### src/rtl/gb_apu_pkg.sv
// Shared APU types and constants for the frame sequencer and its users.
package gb_apu_pkg;

  typedef logic [2:0] fs_step_t;

  localparam fs_step_t FS_STEP_SWEEP_A = 3'd2;
  localparam fs_step_t FS_STEP_SWEEP_B = 3'd6;
  localparam fs_step_t FS_STEP_ENV     = 3'd7;

  localparam int unsigned FS_CLK_DIV_DEFAULT = 8192;

  // Sequencer control states; the eight step states live in the step register.
  localparam logic [0:0] FS_IDLE = 1'b0;
  localparam logic [0:0] FS_RUN  = 1'b1;

  // Length counters are clocked on even steps.
  function automatic logic fs_is_length_step(input fs_step_t s);
    return ~s[0];
  endfunction

endpackage

### src/rtl/gb_apu_prescaler.sv
// Modulo-DIV counter with synchronous clear and enable; emits a one-cycle
// terminal-count pulse while sitting at DIV-1 (suppressed by clear).
module gb_apu_prescaler #(
  parameter int unsigned DIV = 8192
) (
  input  logic clk,
  input  logic reset,
  input  logic enable,
  input  logic clear,
  output logic tc
);

  localparam int unsigned W = (DIV > 1) ? $clog2(DIV) : 1;
  localparam logic [W-1:0] LAST = W'(DIV - 1);

  logic [W-1:0] count;

  // Count while enabled, wrap at DIV-1; disable or clear forces zero.
  always_ff @(posedge clk or posedge reset) begin
    if (reset) begin
      count <= '0;
    end else if (!enable || clear) begin
      count <= '0;
    end else if (count == LAST) begin
      count <= '0;
    end else begin
      count <= count + 1'b1;
    end
  end

  assign tc = enable && !clear && (count == LAST);

endmodule

### src/rtl/gb_apu_frame_sequencer.sv
// 512 Hz frame sequencer: divides the system clock to a step tick and walks
// an 8-step sequence emitting length, sweep and envelope strobes.
module gb_apu_frame_sequencer
  import gb_apu_pkg::*;
#(
  parameter int unsigned CLK_DIV = FS_CLK_DIV_DEFAULT
) (
  input  logic       clk,
  input  logic       reset,
  input  logic       apu_enable,
  input  logic       div_reset,
  output logic       clk_length_ctr,
  output logic       clk_sweep,
  output logic       clk_vol_env,
  output logic [2:0] step,
  output logic       length_next
);

  logic [0:0] state;
  logic       tc;
  logic       tick;
  fs_step_t   step_q;

  gb_apu_prescaler #(
    .DIV (CLK_DIV)
  ) u_prescaler (
    .clk    (clk),
    .reset  (reset),
    .enable (apu_enable),
    .clear  (div_reset),
    .tc     (tc)
  );

  // Control state follows apu_enable: IDLE while disabled, RUN otherwise.
  always_ff @(posedge clk or posedge reset) begin
    if (reset) begin
      state <= FS_IDLE;
    end else begin
      state <= apu_enable ? FS_RUN : FS_IDLE;
    end
  end

  assign tick = tc && (state == FS_RUN);

  // Decode the current step into one-cycle strobes and advance on each tick.
  always_ff @(posedge clk or posedge reset) begin
    if (reset) begin
      step_q         <= '0;
      clk_length_ctr <= 1'b0;
      clk_sweep      <= 1'b0;
      clk_vol_env    <= 1'b0;
    end else if (!apu_enable) begin
      step_q         <= '0;
      clk_length_ctr <= 1'b0;
      clk_sweep      <= 1'b0;
      clk_vol_env    <= 1'b0;
    end else begin
      clk_length_ctr <= tick && fs_is_length_step(step_q);
      clk_sweep      <= tick && ((step_q == FS_STEP_SWEEP_A) || (step_q == FS_STEP_SWEEP_B));
      clk_vol_env    <= tick && (step_q == FS_STEP_ENV);
      if (tick) begin
        step_q <= step_q + 3'd1;
      end
    end
  end

  assign step        = step_q;
  assign length_next = fs_is_length_step(step_q);

endmodule

### config.mk
export PLATFORM = sky130hd
export DESIGN_NAME = gb_apu_frame_sequencer
export DESIGN_NICKNAME = d
export VERILOG_FILES = /design/src/rtl/gb_apu_pkg.sv /design/src/rtl/gb_apu_prescaler.sv /design/src/rtl/gb_apu_frame_sequencer.sv
export SDC_FILE = /design/constraint.sdc
export NUM_CORES = 1
export LEC_CHECK = 0
export BUFFER_PORTS_ARGS = -buffer_cell sky130_fd_sc_hd__buf_2
export CORE_ASPECT_RATIO = 0.7
export CORE_MARGIN = 4
export CORE_UTILIZATION = 30
export CTS_CLUSTER_SIZE = 28
export DETAILED_ROUTE_END_ITERATION = 10
export GPL_TIMING_DRIVEN = 0
export PLACE_DENSITY_LB_ADDON = 0.3
export SKIP_LAST_GASP = 1
export SYNTH_ARGS = -nofsm -noshare
export SYNTH_HDL_FRONTEND = slang
export SYNTH_SLANG_ARGS = --single-unit
### constraint.sdc
create_clock -name clk -period 3.1 [get_ports clk]
set_input_delay 0.31 -clock clk [delete_from_list [all_inputs] [get_ports clk]]
set_output_delay 0.31 -clock clk [all_outputs]
set_load 0.01 [all_outputs]
Word level (Yosys, flattened, before mapping)
Index checks and enable logic that the tools add are counted.
{"block": "totals", "regBits": 20, "in_bits": 4, "output_inout_bits": 7}
{"block": "classes", "addsub": 2, "n_eq_ne": 5, "n_mux": 8, "n_bitwise": 1, "n_reduce_logical": 10}
{"op": "13-bit 2-to-1 mux", "n": 2}
{"op": "13-bit by 1-bit adder with 13-bit output, second input constant", "n": 1}
{"op": "13-bit equality test, second input constant", "n": 1}
{"op": "3-bit equality test, second input constant", "n": 2}
{"op": "1-bit logical AND", "n": 6}
{"op": "3-bit 2-to-1 mux", "n": 2}
{"op": "1-bit 2-to-1 mux", "n": 4}
{"op": "3-bit by 1-bit adder with 3-bit output, second input constant", "n": 1}
{"op": "3-bit by 2-bit equality test with 1-bit output, second input constant", "n": 1}
{"op": "1-bit logical NOT", "n": 2}
{"op": "1-bit logical OR", "n": 2}
{"op": "2-bit by 1-bit != test with 1-bit output, second input constant", "n": 1}
{"op": "1-bit inverter", "n": 1}

Depth between registers and ports, before layout
Gate-level depths: netlist (run 1).
{"block": "depth", "depth_word": 6, "ltp_mapped": 5}

Hierarchy
Synthesis (run 1) repeated with hierarchy kept, for this count alone.
{"block": "hier_totals", "hier_cells": 86, "area_unflattened_um2": 939.7}
{"mod": "gb_apu_prescaler", "n_inst": 1, "cells_per_inst": 62, "area_each_um2": 643.1, "seq_area_each_um2": 325.3}
{"mod": "gb_apu_frame_sequencer", "n_inst": 1, "cells_per_inst": 24, "area_each_um2": 296.5, "seq_area_each_um2": 175.2}

Least setup slack after synthesis (run 1)
Ideal clock, no wire load.
{"block": "synth_timing", "path_type": "register to register", "start": "register u_prescaler.count[0]", "end": "register step_q[0], in the netlist step[0]", "t_arrival_ps": 1570, "required_time_ps": 2968, "path_slack_ps": 1398, "path_stages_with_launch": 6, "period_less_slack_ps": 1702, "path_cell_list": "dfrtp_1 ha_1 nand4_4 or4_4 buf_6 mux2i_1"}
{"block": "synth_via", "elab_chain_len": 4}
{"element": "start: declaration", "line_no": "gb_apu_prescaler.sv:16", "rtl": "logic [W-1:0] count;"}
{"element": "start signal: assignment", "line_no": "gb_apu_prescaler.sv:27", "rtl": "count <= count + 1'b1;"}
{"element": "13-bit equality test", "line_no": "gb_apu_prescaler.sv:31", "rtl": "assign tc = enable && !clear && (count == LAST);"}
{"element": "1-bit logical AND", "line_no": "gb_apu_prescaler.sv:31"}
{"element": "1-bit logical AND", "line_no": "gb_apu_frame_sequencer.sv:43", "rtl": "assign tick = tc && (state == FS_RUN);"}
{"element": "2-bit by 1-bit != test with 1-bit output (no source line)"}
{"element": "end signal: assignment", "line_no": "gb_apu_frame_sequencer.sv:62", "rtl": "step_q <= step_q + 3'd1;"}
{"element": "end: declaration", "line_no": "gb_apu_frame_sequencer.sv:22", "rtl": "fs_step_t step_q;"}
Every way passes these cells.
A chain may end at the register's enable or synchronous reset.

Worst setup path in the final report (run 1)
{"block": "layout_timing", "start": "register u_prescaler.count[0]", "end": "register u_prescaler.count[11]"}
{"block": "layout_via", "elab_chain_len": 3}
{"element": "13-bit by 1-bit adder with 13-bit output or 13-bit equality test (tied branches)", "line_no": "gb_apu_prescaler.sv:27, gb_apu_prescaler.sv:24"}
{"element": "13-bit 2-to-1 mux (*)", "line_no": "gb_apu_prescaler.sv:24", "rtl": "end else if (count == LAST) begin"}
{"element": "13-bit 2-to-1 mux (*)", "line_no": "gb_apu_prescaler.sv:22", "rtl": "end else if (!enable || clear) begin"}
Every way passes the cells marked *; elsewhere a longest branch is shown, timed or not.

==> metrics.md, run 1 <==
| Metric | Value |
|---|---|
| FF-to-FF path depth | 5 |
| Num CTS Buffers | 3 |
| Num Clock Sinks | 20 |
| Nets | 115 |
| Avg Vias per Cell | 4.92 |
| Crit path time final | 1.86 ns |
| PnR worst setup slack | 1.24 ns |
| Power density cells | 418 nW/µm² |
| Die X | 76.5 µm |
| Residual DRC | 0 |
| Crit end category | flop |
| Total grt overflow | 0 |
| RR Endpoint | u_prescaler.count[11]$_DFF_PP0_ |
| CP startpoint kind | flop |
| R2R setup slack | 1.24 ns |
| Syn_area_per_cell | 10.7 µm² |
| Cells after synthesis | 92 |
| Vias in the first global route | 695 |
| Leak pwr | 0.515 nW |
| Finished Cell Area | 1140 µm² |
| Largest net degree at the start of global routing | 21 |
| Hold Fails Final Rpt | 0 |
| CP max FO | 10 |
| Num rows | 17 |
| Worst hold slack | 0.172 ns |
| CTS resizes | 0 |
| Netlist cell types | 32 |
| H-Tree Depth | 1 |
| Hold-fix buffers, CTS | 0 |
| Hpwl dp | 1310 µm |
| Top achievable clock speed | 0.536 GHz |
| Wirelength, routed | 1780 µm |
| TritonCTS clock tree | built |
| Setup Fix Bufs, Post-CTS | 0 |
| # IOs | 11 |
| Final setup viols | 0 |
| Placed Cells | 140 |
| Routed vias | 709 |
| Sequential share of the synthesized area | 50.8% |
| Final period util | 60.2% |
| Yosys warns | 0 |
| Syn Nets | 100 |
| Core Footprint | 3150 µm² |
| Critical R2R Launch | u_prescaler.count[0]$_DFF_PP0_ |
| Finished Core Util | 36.1% |
| Area leader, netlist | dfrtp_1 |
| Final Max Slew Viols | 0 |
| Slew headroom | 50.0% |
| Setup CP Type | flop to flop |
| Layout Area Growth over Synthesis | 15.5% |
| DIE HEIGHT | 55.9 µm |
| Worst clock skew | 0.00229 ns |
| RSZ-0062 raised after global routing | false |
| Synth top area share | 50.8% |
| Critical Path AT | 1.99 ns |
| Total chip power | 0.475 mW |
| Share of layout cells above drive strength 1 | 20.8% |
| Flops & latches, synth | 20 |
| Detailed Route Iter0 Violations | 27 |
| Largest cells by area after synthesis | dfrtp_1 (51%), ha_1 (5.1%), o41ai_1 (3.6%) |
| Worst slack, placed | 1.26 ns |
| Pre-Repair DR Iteration Count | 4 |
| Routed len/inst | 12.4 µm |
| Final setup TNS | 0 ns |
| Die area | 4280 µm² |
| Worst Setup SP | u_prescaler.count[0]$_DFF_PP0_ |
| Reg clk slew, reported paths | 0.07 ns |
| Least-Margin Pin Slew | 0.749 ns |
| Root Buffer | clkbuf_8 |
| Hold Crit Class | input pin to async pin |
| CTS max path bufs | 2 |
| Non-filler cells, final | 144 |
| Port Buffers | 10 |
| First-pass GRT wire length | 3140 µm |
| GP Congestion | 0.740 |
| GRT Total Usage | 9.05% |
| Status | complete, no violations |
| Worst skew pair latency | 0.25 ns |
| Initial Util | 31.3% |
| Post-route ant nets | 0 |
| Initial antenna violation count | 0 |
| Critical Path RT | 3.23 ns |
| Antenna diode count | 0 |
| Synthesized area | 985 µm² |
| Peak VDD IR | 0.000271 V |
| Max_cap viols | 0 |
| Post-DP Area | 1080 µm² |
-- power by group --
group	internal, mW	switching [mW]	leakage (nW)
combinational	0.00414	0.0106	0.210
clock	0.113	0.0832	0.0288
sequential	0.263	0.00154	0.276
total	0.380	0.0953	0.515
-- synth_stat cells --
cell       number
or3_1           1
nand4bb_1       1
nor3_1          1
a21oi_1         5
o21ai_0         2
nand4_4         1
and4_1          1
nand3_1         5
or3_2           1
or4_1           1
o31ai_1         2
nand4b_1        2
inv_1           9
o41ai_1         4
o21ba_2         1
or4_2           1
nor2_1          8
a21boi_1        1
xor2_1          2
and4_2          1
o311ai_0        1
buf_2           1
nand4_1         1
dfrtp_1        20
xnor2_1         1
nor2b_1         1
ha_1            4
buf_6           1
mux2i_1         3
or4_4           1
o21a_1          1
nand2_1         7
-- cell usage in the layout (no fill, tap or decap), types with 2 or more instances in the layout --
cell and n:
a21oi_1 5, buf_2 11, clkbuf_8 4, dfrtp_1 20, ha_1 4, inv_1 9, mux2i_1 3, nand2_1 7
nand3_1 5, nand4b_1 2, nor2_1 8, o21ai_0 2, o31ai_1 2, o41ai_1 4, xor2_1 2
-- worst max path at each step --
| stage | end | slack [ns] | depth (start not counted) |
|---|---|---|---|
| global route | u_prescaler.count[3]$_DFF_PP0_ | 1.06 | 5 |
| CTS | u_prescaler.count[11]$_DFF_PP0_ | 1.22 | 5 |
| floorplan | step[0]$_DFFE_PP0P_ | 1.40 | 5 |
| global placement | step[0]$_DFFE_PP0P_ | 1.29 | 5 |
| detailed placement | u_prescaler.count[11]$_DFF_PP0_ | 1.26 | 5 |
| finish | u_prescaler.count[11]$_DFF_PP0_ | 1.24 | 5 |
-- kinds of logic after synthesis --
logic type | count (synthesis) | synth area share (%)
fa+ha+maj | 4 | 5.08
buf+inv | 11 | 5.08
compound gates | 17 | 12.1
flops | 20 | 50.8
mux | 3 | 3.05
xor+xnor | 3 | 2.67
simple gates | 34 | 21.2
-- sequential cells by signal (all words and copies together), names as in the netlist --
register and count:
clk_vol_env 1, u_prescaler.count 13, step 3, state 1, clk_sweep 1, clk_length_ctr 1
-- layer usage --
metal	GRT usage [%]	wire [µm]	up-vias
met5	0	0	-
met4	3.88	19	0
met3	1.94	39	2
met2	14.3	784	9
met1	12.0	938	338
li1	-	-	360
-- final cells by class --
| cell class | instances | area (µm²) |
|---|---|---|
| flip-flops and latches | 20 | 500 |
| well taps | 38 | 47.5 |
| inverters | 9 | 33.8 |
| multi-input cells | 61 | 434 |
| clock buffers | 4 | 55.1 |
| plain buffers | 2 | 16.3 |
| fillers | 326 | 2010 |
| repair buffers | 10 | 50.0 |
-- worst max-delay path, cell delays in order (launching register included) --
cell and delay, ns:
dfrtp_1 0.40, ha_1 0.27, nand4_4 0.19, o41ai_1 0.50, buf_2 0.30, a21oi_1 0.07
Power figures use the tool's default switching activity.
==> run 2: changes to the inputs <==
==> constraint.sdc (replaced) <==
create_clock -name clk -period 1.9 [get_ports clk]
set_input_delay 0.19 -clock clk [delete_from_list [all_inputs] [get_ports clk]]
set_output_delay 0.19 -clock clk [all_outputs]
set_load 0.01 [all_outputs]
==> run 2 against run 1 <==
Fmax up 4.9%. Total power increased by 64%. Largest power group unchanged. Register-to-register slack lost 1.1 ns. Highest routed layer unchanged.
==> metrics.md, run 2 (synthesis results as in run 1) <==
| Metric | Value |
|---|---|
| Initial Util | 31.3% |
| Share of layout cells above drive strength 1 | 23.4% |
| Final period util | 93.6% |
| Detailed Route Iter0 Violations | 64 |
| CP startpoint kind | flop |
| Finished Cell Area | 1150 µm² |
| Hold Fails Final Rpt | 0 |
| Crit end category | flop |
| Port Buffers | 10 |
| Nets | 116 |
| Final Max Slew Viols | 0 |
| CTS max path bufs | 2 |
| Reg clk slew, reported paths | 0.07 ns |
| Post-route ant nets | 0 |
| Hold Crit Class | input pin to async pin |
| Root Buffer | clkbuf_8 |
| Most frequent cells in the layout | dfrtp_1 (20), buf_2 (11), inv_1 (9) |
| Top achievable clock speed | 0.563 GHz |
| DIE HEIGHT | 55.9 µm |
| RSZ-0062 raised after global routing | false |
| Crit path buf inv count | 1 |
| Setup CP Type | flop to flop |
| Max incr delay on CP | 0.58 ns |
| Power density cells | 673 nW/µm² |
| Placed Cells | 140 |
| Routed vias | 717 |
| Num CTS Buffers | 3 |
| Non-filler cells, final | 145 |
| Vias in the first global route | 695 |
| Leak pwr | 0.519 nW |
| Final setup viols | 0 |
| Layout Area Growth over Synthesis | 17.3% |
| Finished Core Util | 36.7% |
| Post-DP Area | 1080 µm² |
| Residual DRC | 0 |
| Avg Vias per Cell | 4.94 |
| CP max FO | 10 |
| Crit path time final | 1.78 ns |
| Worst skew pair latency | 0.25 ns |
| Status | complete, no violations |
| Filler instances | 323 |
| Critical path, cell by cell | ha_2, nand4_4, or4_4, buf_6, mux2i_1 |
| Wirelength, routed | 1780 µm |
| Worst clock skew | 0.00206 ns |
| Critical Path AT | 1.92 ns |
| Critical Path RT | 2.04 ns |
| GRT Total Usage | 9.05% |
| Peak VDD IR | 0.000439 V |
| Total grt overflow | 0 |
| Num Clock Sinks | 20 |
| RR Endpoint | step[1]$_DFFE_PP0P_ |
| Worst slack, placed | 0.0587 ns |
| Die X | 76.5 µm |
| TritonCTS clock tree | built |
| # IOs | 11 |
| H-Tree Depth | 1 |
| R2R setup slack | 0.12 ns |
| Core Footprint | 3150 µm² |
| First-pass GRT wire length | 3140 µm |
| Final setup TNS | 0 ns |
| Worst hold slack | 0.0520 ns |
| Slew headroom | 50.1% |
| Initial antenna violation count | 0 |
| Pre-Repair DR Iteration Count | 4 |
| Max_cap viols | 0 |
| Die area | 4280 µm² |
| GP Congestion | 0.740 |
| Most common cell after layout, fill and taps aside | dfrtp_1 |
| Max stage delay cell, worst path | or4_4 |
| PnR worst setup slack | 0.122 ns |
| Largest net degree at the start of global routing | 21 |
| Total chip power | 0.777 mW |
| FF-to-FF path depth | 5 |
| Least-Margin Pin Slew | 0.747 ns |
| Num rows | 17 |
| Antenna diode count | 0 |
| Reg with most FFs | u_prescaler.count |
| Critical R2R Launch | u_prescaler.count[1]$_DFF_PP0_ |
| Largest register FFs | 13 |
| Hold-fix buffers, CTS | 0 |
| Delay-heaviest family, CP | simple AND/OR/NAND/NOR gates |
| Routed len/inst | 12.3 µm |
| Hpwl dp | 1310 µm |
## run 2: worst register-to-register path, cell delays in order (launching register included)
cell     delay [ns]
dfrtp_1        0.39
ha_2           0.24
nand4_4        0.18
or4_4          0.58
buf_6          0.15
mux2i_1        0.12
## run 2: cell type report
type | instances | area, µm² | area share [%]
well taps | 38 | 47.5 | 4.12
multi-input cells | 61 | 444 | 38.5
plain buffers | 2 | 16.3 | 1.41
flip-flops and latches | 20 | 500 | 43.3
clock buffers | 4 | 55.1 | 4.77
repair buffers | 11 | 57.6 | 4.98
inverters | 9 | 33.8 | 2.93
## run 2: per-layer routing
metal / routed length, µm / vias up / track usage (%) / share of wire, %
li1: - / 360 / - / -
met1: 931 / 348 / 12.0 / 52
met2: 798 / 7 / 14.3 / 45
met3: 32 / 2 / 1.94 / 1.8
met4: 19 / 0 / 3.88 / 1.1
met5: 0 / - / 0 / 0
## run 2: how the worst max path moves through the flow
stage | from | to | slack, ns | cells past startpoint
finish | u_prescaler.count[1]$_DFF_PP0_ | step[1]$_DFFE_PP0P_ | 0.12 | 5
global route | u_prescaler.count[0]$_DFF_PP0_ | step[1]$_DFFE_PP0P_ | 0.01 | 5
CTS | u_prescaler.count[0]$_DFF_PP0_ | u_prescaler.count[11]$_DFF_PP0_ | 0.02 | 5
detailed placement | u_prescaler.count[0]$_DFF_PP0_ | u_prescaler.count[11]$_DFF_PP0_ | 0.06 | 5
global placement | u_prescaler.count[0]$_DFF_PP0_ | step[0]$_DFFE_PP0P_ | 0.09 | 5
floorplan | u_prescaler.count[0]$_DFF_PP0_ | step[0]$_DFFE_PP0P_ | 0.20 | 5
## run 2: report_power, final
| part | switching [mW] | internal [mW] | total [mW] |
|---|---|---|---|
| clock network | 0.136 | 0.184 | 0.320 |
| logic | 0.0180 | 0.00870 | 0.0267 |
| registers | 0.00233 | 0.428 | 0.431 |
| total | 0.156 | 0.621 | 0.777 |
## run 2: timing repair
| item | CTS | global route |
|---|---|---|
| setup endpoints to repair | 0 | 14 |
| gates resized for setup | 0 | 2 |
| setup buffers | 0 | 1 |
